`src/rtl/riscv_pkg.sv`:
```
// Shared RISC-V immediate-format definitions.
// Contents: imm_src_e format encoding, instruction/selector widths, and a
// helper that reports whether a format encoding is legal.
package riscv_pkg;

  localparam int unsigned INSTR_W   = 32;
  localparam int unsigned IMM_SRC_W = 3;
  localparam int unsigned XLEN_32   = 32;
  localparam int unsigned XLEN_64   = 64;

  typedef enum logic [IMM_SRC_W-1:0] {
    IMM_I   = 3'b000,
    IMM_S   = 3'b001,
    IMM_B   = 3'b010,
    IMM_J   = 3'b011,
    IMM_U   = 3'b100,
    IMM_Z   = 3'b101,
    IMM_RS6 = 3'b110,
    IMM_RS7 = 3'b111
  } imm_src_e;

  // Z is only a real format when the CSR zero-extended immediate is enabled.
  function automatic logic imm_src_legal(input imm_src_e src, input logic zimm_en);
    case (src)
      IMM_I, IMM_S, IMM_B, IMM_J, IMM_U: imm_src_legal = 1'b1;
      IMM_Z:                             imm_src_legal = zimm_en;
      default:                           imm_src_legal = 1'b0;
    endcase
  endfunction

endpackage

```
`src/rtl/imm_decode.sv`:
```
// Combinational immediate decoder and branch/jump target adder.
// Ports: instr (raw instruction), imm_src (format), pc (instruction address)
//        -> imm_c (extended immediate), target_c (pc + imm_c), illegal_c.
module imm_decode
  import riscv_pkg::*;
#(
  parameter int unsigned XLEN    = 32,
  parameter bit          ZIMM_EN = 1'b1
) (
  input  logic [INSTR_W-1:0]   instr,
  input  logic [IMM_SRC_W-1:0] imm_src,
  input  logic [XLEN-1:0]      pc,
  output logic [XLEN-1:0]      imm_c,
  output logic [XLEN-1:0]      target_c,
  output logic                 illegal_c
);

  imm_src_e src_c;
  logic     unused_c;

  // Opcode bits carry no immediate data.
  assign unused_c = ^instr[6:0];
  assign src_c    = imm_src_e'(imm_src);

  // Signed casts sign-extend from instr[31]; Z is zero-extended.
  always_comb begin
    imm_c     = '0;
    illegal_c = ~imm_src_legal(src_c, ZIMM_EN);
    if (!illegal_c) begin
      case (src_c)
        IMM_I:   imm_c = XLEN'($signed(instr[31:20]));
        IMM_S:   imm_c = XLEN'($signed({instr[31:25], instr[11:7]}));
        IMM_B:   imm_c = XLEN'($signed({instr[31], instr[7], instr[30:25],
                                        instr[11:8], 1'b0}));
        IMM_J:   imm_c = XLEN'($signed({instr[31], instr[19:12], instr[20],
                                        instr[30:21], 1'b0}));
        IMM_U:   imm_c = XLEN'($signed({instr[31:12], 12'b0}));
        IMM_Z:   imm_c = XLEN'(instr[19:15]);
        default: imm_c = '0;
      endcase
    end
  end

  // Illegal entries carry imm 0, so the target degenerates to pc.
  assign target_c = pc + imm_c;

endmodule

```
`src/rtl/imm_gen_stage.sv`:
```
// Immediate-generation pipeline stage: decode at the input, then a 2-entry
// skid buffer (main + skid register) with fully registered outputs.
// Ports: clk, rst_n; in_valid/in_ready/in_instr/in_imm_src/in_pc (upstream);
//        flush; out_valid/out_ready/out_imm/out_target/out_illegal (downstream).
module imm_gen_stage
  import riscv_pkg::*;
#(
  parameter int unsigned XLEN    = 32,
  parameter bit          ZIMM_EN = 1'b1
) (
  input  logic                 clk,
  input  logic                 rst_n,
  input  logic                 in_valid,
  output logic                 in_ready,
  input  logic [INSTR_W-1:0]   in_instr,
  input  logic [IMM_SRC_W-1:0] in_imm_src,
  input  logic [XLEN-1:0]      in_pc,
  input  logic                 flush,
  output logic                 out_valid,
  input  logic                 out_ready,
  output logic [XLEN-1:0]      out_imm,
  output logic [XLEN-1:0]      out_target,
  output logic                 out_illegal
);

  localparam int unsigned PW = 2 * XLEN + 1;

  logic [XLEN-1:0] dec_imm_c;
  logic [XLEN-1:0] dec_target_c;
  logic            dec_illegal_c;
  logic [PW-1:0]   in_payload_c;
  logic [PW-1:0]   main_q;
  logic [PW-1:0]   skid_q;

  logic main_valid_q, skid_valid_q, ready_q;
  logic main_valid_d, skid_valid_d;
  logic accept_c, drain_c, main_free_c;
  logic load_main_in_c, load_main_skid_c, load_skid_c;

  imm_decode #(
    .XLEN    (XLEN),
    .ZIMM_EN (ZIMM_EN)
  ) u_decode (
    .instr     (in_instr),
    .imm_src   (in_imm_src),
    .pc        (in_pc),
    .imm_c     (dec_imm_c),
    .target_c  (dec_target_c),
    .illegal_c (dec_illegal_c)
  );

  assign in_payload_c = {dec_illegal_c, dec_target_c, dec_imm_c};

  // Occupancy next-state; the skid entry always has priority for the main slot.
  always_comb begin
    accept_c         = in_valid & ready_q;
    drain_c          = main_valid_q & out_ready;
    main_free_c      = ~main_valid_q | drain_c;
    load_main_skid_c = main_free_c & skid_valid_q;
    load_main_in_c   = main_free_c & ~skid_valid_q & accept_c;
    load_skid_c      = ~main_free_c & accept_c;
    main_valid_d     = main_valid_q;
    skid_valid_d     = skid_valid_q;
    if (flush) begin
      main_valid_d = 1'b0;
      skid_valid_d = 1'b0;
    end else begin
      if (main_free_c)      main_valid_d = skid_valid_q | accept_c;
      if (load_main_skid_c) skid_valid_d = 1'b0;
      if (load_skid_c)      skid_valid_d = 1'b1;
    end
  end

  // Valid bits and the registered ready (ready == skid register empty).
  always_ff @(posedge clk or negedge rst_n) begin
    if (!rst_n) begin
      main_valid_q <= 1'b0;
      skid_valid_q <= 1'b0;
      ready_q      <= 1'b0;
    end else begin
      main_valid_q <= main_valid_d;
      skid_valid_q <= skid_valid_d;
      ready_q      <= ~skid_valid_d;
    end
  end

  // Payload registers; contents are ignored while the matching valid is low.
  always_ff @(posedge clk) begin
    if (load_main_skid_c) begin
      main_q <= skid_q;
    end else if (load_main_in_c) begin
      main_q <= in_payload_c;
    end
    if (load_skid_c) begin
      skid_q <= in_payload_c;
    end
  end

  assign in_ready                             = ready_q;
  assign out_valid                            = main_valid_q;
  assign {out_illegal, out_target, out_imm}   = main_q;

endmodule
```
`config.mk`:
```
export PLATFORM = sky130hd
export DESIGN_NAME = imm_gen_stage
export DESIGN_NICKNAME = d
export VERILOG_FILES = /design/src/rtl/riscv_pkg.sv /design/src/rtl/imm_decode.sv /design/src/rtl/imm_gen_stage.sv
export SDC_FILE = /design/constraint.sdc
export NUM_CORES = 1
export LEC_CHECK = 0
export ABC_AREA = 1
export ABC_CLOCK_PERIOD_IN_PS = 4400
export CAP_MARGIN = 30
export CORE_MARGIN = 2
export CORE_UTILIZATION = 45
export CTS_BUF_LIST = sky130_fd_sc_hd__clkbuf_16
export CTS_CLUSTER_SIZE = 25
export DETAILED_ROUTE_END_ITERATION = 16
export GPL_ROUTABILITY_DRIVEN = 0
export HOLD_SLACK_MARGIN = 0.08
export PLACE_DENSITY = 0.69
export SLEW_MARGIN = 10
export SYNTH_ARGS = -nofsm -noshare
export SYNTH_HDL_FRONTEND = slang
export SYNTH_SLANG_ARGS = --single-unit
```
`constraint.sdc`:
```
create_clock -name clk -period 4.4 [get_ports clk]
set_clock_uncertainty 0.15 [all_clocks]
set_input_delay 0.66 -clock clk [delete_from_list [all_inputs] [get_ports clk]]
set_output_delay 0.66 -clock clk [all_outputs]
set_load 0.02 [all_outputs]
```
Yosys cells after proc, flatten, opt, wreduce, memory -nomap -nowiden
Index checks and enable logic that the tools add are counted.
- input bits: 72
- register bits after elaboration: 133
- output and inout bits: 67
- eq/ne operators: 5
- add/sub/neg operators: 1
- bitwise operators: 13
- multiplexer cells: 10
- reduce and logical (&&, ||, !) cells: 4
- operators by type and width (operator ; number):
    $pmux 32 s6 ; 1
    $mux 65 ; 2
    $add 32x32->32 ; 1
    $mux 32 ; 1
    $and 1x1->1 ; 6
    $eq 3x2->1 const B ; 2
    $eq 3x3->1 const B ; 2
    $mux 1 ; 6
    $reduce_or 6->1 ; 1
    $not 1->1 ; 5
    $reduce_bool 2->1 ; 2
    $eq 3x1->1 const B ; 1
    $logic_not 3->1 ; 1
    $or 1x1->1 ; 2

Logic depth before layout (Yosys ltp)
Gate-level depths: netlist (run 1).
- depth in word-level cells: 7
- gate-level depth with buffers: 20

Modules after synthesis
Synthesis (run 1) repeated with hierarchy kept, for this count alone.
- cells, all modules: 955
- area total of the unflattened synthesis: 7747.4 um2
- modules (own cells, without submodules) (module ; cells an instance ; sequential area each (um2) ; area an instance (um2) ; times used):
    imm_gen_stage ; 365 ; 3978.8 ; 4998.5 ; 1
    imm_decode ; 590 ; 0.0 ; 2748.9 ; 1

Least setup slack after synthesis (run 1)
OpenSTA, ideal clock, no wires.
- path type: input to register
- start: input out_ready
- end: register skid_q[0], enable pin
- library setup time: 0.488 ns
- slack: 0.176 ns
- buffers on the path: 0
- data arrival time: 3.586 ns
- stages on the path: 3
- cells stage by stage: nor2_1 > inv_1 > nor2_1
- longest elaborated chain between the ends: 4
- ends and longest elaborated chain (what ; RTL line ; RTL):
    start: declaration ; imm_gen_stage.sv:20 ; input logic out_ready,
    $and 1x1->1 ; imm_gen_stage.sv:57 ; drain_c = main_valid_q & out_ready;
    $or 1x1->1 ; imm_gen_stage.sv:58 ; main_free_c = ~main_valid_q | drain_c;
    $not 1->1 ; imm_gen_stage.sv:61 ; load_skid_c = ~main_free_c & accept_c;
    $and 1x1->1 ; imm_gen_stage.sv:61 ;
    via load_skid_c ; imm_gen_stage.sv:38 ; logic load_main_in_c, load_main_skid_c, load_skid_c;
    end signal: assignment ; imm_gen_stage.sv:95 ; skid_q <= in_payload_c;
    end: declaration ; imm_gen_stage.sv:33 ; logic [PW-1:0] skid_q;
The timed path passes the listed nets, and every way through them passes these cells.
A chain may end at the register's enable or synchronous reset.

Worst setup path in the final report (run 1)
- start: input in_imm_src[2]
- end: register skid_q[56] (data pin)
- longest elaborated chain between the ends: 5
- elaborated cells between the ends (all ways): 11
- those cells by class: add/sub (1); eq/ne (5); mux (3); reduce/logical (2)
- ends and longest elaborated chain (what ; RTL line ; RTL):
    start: declaration ; imm_gen_stage.sv:16 ; input logic [IMM_SRC_W-1:0] in_imm_src,
    $eq 3x1->1 (tied with other cells) ; riscv_pkg.sv:24, imm_decode.sv:30 ;
    $reduce_or 6->1 (no source line) ; - ;
    $mux 1 ; riscv_pkg.sv:24 ; case (src)
    $mux 32 (*) ; imm_decode.sv:29 ; if (!illegal_c) begin
    via dec_imm_c[0] ; imm_gen_stage.sv:28 ; logic [XLEN-1:0] dec_imm_c;
    $add 32x32->32 (*) ; imm_decode.sv:45 ; assign target_c = pc + imm_c;
    via dec_target_c[24] ; imm_gen_stage.sv:29 ; logic [XLEN-1:0] dec_target_c;
The timed path passes the listed nets; every way through them passes the cells marked *.

==> results of run 1 <==
## where the power goes
group / internal, µW / switching (µW)
Sequential: 1540 / 24.4
Clock: 833 / 561
Combinational: 339 / 510
## path summary, 6_finish.rpt
kind	slack (ns)	endpoint	startpoint	cells past startpoint
max	0.76	skid_q[56]$_DFFE_PP_	in_imm_src[2]	19
max reg2reg	2.29	skid_q[57]$_DFFE_PP_	out_valid$_DFFE_PN0P_	5
min	0.26	in_ready$_DFF_PN0_	rst_n	1
min reg2reg	0.37	main_q[7]$_DFFE_PP_	skid_q[7]$_DFFE_PP_	2
min in group clk	0.37	main_q[7]$_DFFE_PP_	skid_q[7]$_DFFE_PP_	2
max in group asynchronous	3.70	out_valid$_DFFE_PN0P_	rst_n	1
## layout by cell type (no fill, tap or decap), drive strengths merged
master / n
a21o: 1
a21oi: 20
a22oi: 1
a31oi: 9
and2: 16
buf: 6
bufinv: 2
clkbuf: 17
clkdlybuf4s50: 131
clkinv: 4
clkinvlp: 6
dfrtp: 3
edfxtp: 130
fa: 1
ha: 31
inv: 150
nand2: 407
nand3: 44
nand3b: 5
nor2: 62
nor3: 5
o211ai: 3
o21ai: 15
o21bai: 1
o221ai: 2
or2: 1
xnor2: 2
xor2: 14
## registers in the layout, summed over array words and instances, names as in the netlist
register	flops
main_q	65
skid_q	65
in_ready	1
out_valid	1
skid_valid_q	1
## metrics by stage
stage	instance area, µm²	total power [µW]	hold slack (ns)	worst slack (ns)
floorplan	7650	2100	0.214	0.176
global placement	9230	2430	0.350	0.417
detailed placement	9230	2430	0.351	0.386
CTS	9800	3830	0.251	0.807
global route	9800	3970	0.259	0.477
finish	9800	3800	0.264	0.765
## synthesized netlist by cell type (all sizes together) (2+ instances only)
| cell type | instances | area share |
|---|---|---|
| xnor2 | 2 | 0.0023 |
| nand3b | 5 | 0.0049 |
| o221ai | 2 | 0.0023 |
| clkbuf | 15 | 0.0074 |
| inv | 147 | 0.072 |
| o21ai | 15 | 0.0098 |
| o211ai | 3 | 0.0029 |
| ha | 31 | 0.051 |
| nor2 | 62 | 0.031 |
| and2 | 16 | 0.013 |
| buf | 2 | 0.0016 |
| a21oi | 20 | 0.013 |
| xor2 | 14 | 0.017 |
| dfrtp | 3 | 0.0098 |
| nand2 | 407 | 0.20 |
| nor3 | 5 | 0.0054 |
| nand3 | 44 | 0.029 |
| a31oi | 9 | 0.0074 |
| edfxtp | 130 | 0.51 |
## final cells by class
class / count / area, µm²
clock buffer: 17 / 425
clock inverter: 15 / 153
fill: 1480 / 6780
inverter: 147 / 552
multi-input combinational: 640 / 3060
sequential: 133 / 3980
tap: 220 / 275
timing repair buffer: 137 / 1360
## metal layers
layer,up-vias,global-route usage,part of all wire
li1,3247,-,-
met1,2743,0.302,0.47
met2,205,0.323,0.43
met3,32,0.0461,0.067
met4,0,0.0912,0.029
met5,-,0,0
## cells by family (layout without fill, tap and decap cells)
| logic type | Yosys count | after routing | synth area share |
|---|---|---|---|
| adder cells (fa/ha/maj) | 32 | 32 | 0.0533 |
| buffers and inverters | 164 | 316 | 0.0812 |
| flip-flops | 133 | 133 | 0.520 |
| XOR/XNOR | 16 | 16 | 0.0193 |
| AO/OA/AOI/OAI | 52 | 52 | 0.0384 |
| AND/OR/NAND/NOR | 540 | 540 | 0.287 |
==> results_dict.tcl, run 1 <==
set metrics [dict create \
    status "finished clean" \
    critical_path_required_ns 4.43 \
    antenna_found_initial 0 \
    hold_path.class "in -> async" \
    seq_area_frac_synth 0.520 \
    finalHoldViolCount 0 \
    path_common_cell "nand2_1" \
    max-clock-path-buffers 2 \
    setup_viol 0 \
    syn-cell-area_mm2 0.00765 \
    htreeDepth 4 \
    end_kind "flip-flop" \
    period_share 0.826 \
    hpwl_mm 14.0 \
    via_per_inst 4.76 \
    startpoint_type "input pin" \
    drtAntennaViolNets 0 \
    diodes 0 \
    drt_first_pass_iters 5 \
    port_buffers 131 \
    fin_nets 1180 \
    drive_gt1_frac 0.0505 \
    initial_core_util 0.461 \
    first_iter_violations 509 \
    period_minus_slack_ns 3.64 \
    syn_nets 1041 \
    fin_util 0.591 \
    maxCapViolations 0 \
    ys_types 34 \
    dr_total_vias 6227 \
    postCtsSetupRepairBufs 0 \
    finalSetupTns_ns 0 \
    grt_max_degree 66 \
    numCtsBuffers 17 \
    cts_tree "done" \
    cts_root_buf "clkbuf_16" \
    grt_pass1_wl_mm 29.4 \
    synth_edf_count 130 \
    synth_top_flop_cell "edfxtp_1" \
    drc 0 \
    die_w_um 134 \
    tightest_slew_ns 0.871 \
    grtUsageTotal 0.215 \
    cpPeakStageDelay_ns 0.70 \
    clk_latency_ns 0.42 \
    slew_violations 0 \
    ys_warn_count 0 \
    ir_drop_mv 0.311 \
    crit_path_top_delay_cell "clkdlybuf4s50_1" \
    powerDensity_mw_per_mm2 388 \
    rsz0062_at_grt "false" \
    drt-wirelength-per-cell_um 14.4 \
    dp_cells 1277 \
    cp_num_buf_inv 4 \
    max_freq_mhz 275 \
    cp.arrival_ns 3.66 \
    design.die.area_mm2 0.0181 \
    postCtsResizedCells 0 \
    num_rows 47 \
    worstPathCellList "clkdlybuf4s50_1, inv_2, nor3_4, nand2_1, o221ai_1, ha_1, inv_1, fa_1, inv_1, nand3_1, nand2_2, nand2_1, nand2_1, nand2_1, nand2_2, nand2_1, nand2_1, nand2_1, and2_1" \
    postCtsHoldBufs 0 \
    overflow 0 \
    ioPinCount 139 \
    synth_cells 937 \
    chipHeight_um 134 \
    path_class "in -> reg" \
    synthArstFlopShare 0.0226 \
    clkTransAtPathRegs_ns 0.06 \
    area_growth_pct 28.2 \
    final_cells 1309 \
    slew_headroom 0.420 \
    syn_area_per_cell_um2 8.16 \
    synth_seq_cells 133 \
    worst-path-max-fanout 9 \
    coreArea_mm2 0.0166 \
    p_leak_uw 0.00458 \
    grt_pass1_vias 5744 \
    cts.sinks 133 \
    crit_family "simple AND/OR/NAND/NOR gates" \
    wirelength_mm 18.8 \
]
No activity file was read; power rests on OpenSTA's default activity.
==> inputs of run 2 (changes only) <==
--- a/config.mk
+++ b/config.mk
@@ -6,7 +6,7 @@
 export NUM_CORES = 1
 export LEC_CHECK = 0
 export ABC_AREA = 1
-export ABC_CLOCK_PERIOD_IN_PS = 4400
+export ABC_CLOCK_PERIOD_IN_PS = 3200
 export CAP_MARGIN = 30
 export CORE_MARGIN = 2
 export CORE_UTILIZATION = 45
@@ -15,7 +15,7 @@
 export DETAILED_ROUTE_END_ITERATION = 16
 export GPL_ROUTABILITY_DRIVEN = 0
 export HOLD_SLACK_MARGIN = 0.08
-export PLACE_DENSITY = 0.69
+export PLACE_DENSITY = 0.72
 export SLEW_MARGIN = 10
 export SYNTH_ARGS = -nofsm -noshare
 export SYNTH_HDL_FRONTEND = slang
==> constraint.sdc (replaced) <==
create_clock -name clk -period 3.2 [get_ports clk]
set_clock_uncertainty 0.15 [all_clocks]
set_input_delay 0.48 -clock clk [delete_from_list [all_inputs] [get_ports clk]]
set_output_delay 0.48 -clock clk [all_outputs]
set_load 0.02 [all_outputs]
==> results_dict.tcl, run 2 (synthesis gave the netlist of run 1 again) <==
set metrics [dict create \
    ioPinCount 139 \
    rsz0062_at_grt "false" \
    max-clock-path-buffers 2 \
    fin_util 0.629 \
    fin_nets 1261 \
    htreeDepth 4 \
    chipHeight_um 134 \
    p_clk_frac 0.338 \
    cts.sinks 133 \
    p_leak_uw 0.00498 \
    slew_headroom 0.583 \
    coreArea_mm2 0.0166 \
    grt_max_degree 66 \
    via_per_inst 4.83 \
    initial_core_util 0.461 \
    final_common_cell "nand2_1" \
    hold_path.class "reg -> reg" \
    drc 0 \
    final_cell_mix "nand2_1, inv_1, edfxtp_1" \
    grt_pass1_wl_mm 31.2 \
    wirelength_mm 20.0 \
    final_cells 1390 \
    power.switching_uw 1550 \
    p_int_uw 3680 \
    design.die.area_mm2 0.0181 \
    status "finished clean" \
    comb_power_share 0.252 \
    powerDensity_mw_per_mm2 502 \
    startpoint_type "input pin" \
    num_rows 47 \
    cts_tree "done" \
    min_from "skid_q[8]$_DFFE_PP_" \
    clk_latency_ns 0.43 \
    cts_root_buf "clkbuf_16" \
    grt_pass1_vias 6258 \
    maxCapViolations 0 \
    dr_total_vias 6714 \
    diodes 0 \
    area_growth_pct 36.4 \
    drt-wirelength-per-cell_um 14.4 \
    switching_share 0.297 \
    top_regs "main_q x65, skid_q x65" \
    die_w_um 134 \
    setup_viol 0 \
    tightest_slew_ns 0.625 \
    finalSetupTns_ns 0 \
    port_buffers 131 \
    drive_gt1_frac 0.126 \
    seq_power_share 0.410 \
    dp_cells 1353 \
    numCtsBuffers 17 \
    cp.arrival_ns 3.07 \
    path_class "in -> reg" \
    antenna_found_initial 1 \
    grtUsageTotal 0.226 \
    overflow 0 \
    clkTransAtPathRegs_ns 0.06 \
    finalHoldViolCount 0 \
    r2r-start "out_valid$_DFFE_PN0P_" \
    period_minus_slack_ns 3.04 \
    hpwl_mm 14.8 \
    max_freq_mhz 328 \
    startpoint "in_imm_src[2]" \
    first_iter_violations 539 \
    p_total_uw 5240 \
    worst-path-max-fanout 7 \
    ir_drop_mv 0.403 \
    slew_violations 0 \
    drt_first_pass_iters 5 \
    period_share 0.951 \
    end_kind "flip-flop" \
    drtAntennaViolNets 0 \
    critical_path_required_ns 3.23 \
]
[run 2: final cells by class]
| cell class | instances | area, µm² |
|---|---|---|
| Clock buffer | 17 | 425 |
| Clock inverter | 15 | 106 |
| Fill cell | 1412 | 6150 |
| Inverter | 147 | 552 |
| Multi-Input combinational cell | 640 | 3110 |
| Sequential cell | 133 | 3980 |
| Tap cell | 220 | 275 |
| Timing Repair Buffer | 218 | 1980 |
[run 2: worst paths after layout]
path | to | slack (ns) | depth (start not counted)
setup / recovery | skid_q[50]$_DFFE_PP_ | 0.16 | 16
hold / removal | main_q[8]$_DFFE_PP_ | 0.36 | 2
setup reg to reg | main_q[11]$_DFFE_PP_ | 1.38 | 7
hold reg to reg | main_q[8]$_DFFE_PP_ | 0.36 | 2
max in group asynchronous | in_ready$_DFF_PN0_ | 2.12 | 2
min in group asynchronous | skid_valid_q$_DFF_PN0_ | 0.64 | 2
[run 2: worst max-delay path: stages]
cell	delay, ns
clkdlybuf4s50_1	0.45
inv_2	0.16
nand3_1	0.12
nand2_1	0.08
inv_1	0.07
o211ai_1	0.37
ha_1	0.35
nand2_1	0.14
inv_1	0.06
nand2_1	0.07
nand3_2	0.12
nand2_1	0.09
nand2_1	0.11
nand2_1	0.11
nand3b_1	0.10
and2_1	0.18
[run 2: metal layers]
| metal | share of wire | track usage | wire length, µm | vias to the layer above |
|---|---|---|---|---|
| met5 | 0.00080 | 0 | 16 | - |
| li1 | - | - | - | 3410 |
| met1 | 0.46 | 0.307 | 9220 | 3066 |
| met4 | 0.022 | 0.0784 | 439 | 2 |
| met3 | 0.057 | 0.0442 | 1140 | 30 |
| met2 | 0.46 | 0.362 | 9130 | 206 |
[run 2: repair_timing]
| action | CTS | global route |
|---|---|---|
| hold buffers | 1 | 0 |
| buffers inserted | 0 | 4 |
| setup endpoints to repair | 0 | 35 |
| resized for setup | 0 | 24 |
| hold endpoints to repair | 3 | 0 |
[run 2: power groups by stage]
stage	Clock (µW)	Sequential, µW	Combinational [µW]
2_1_floorplan	0	2310	576
3_3_place_gp	0	2180	1280
3_5_place_dp	0	2180	1290
4_1_cts	1800	2150	1310
5_1_grt	1870	2150	1460
6_report	1770	2150	1320
[run 2: through the flow]
step                hold WS [ns]  worst slack, ns  area [µm²]
floorplan                 0.0344            0.247        7650
global placement           0.349           -0.321        9810
detailed placement         0.353           -0.340        9810
CTS                        0.368           0.0249       10300
global route               0.389           0.0126       10400
finish                     0.365            0.155       10400
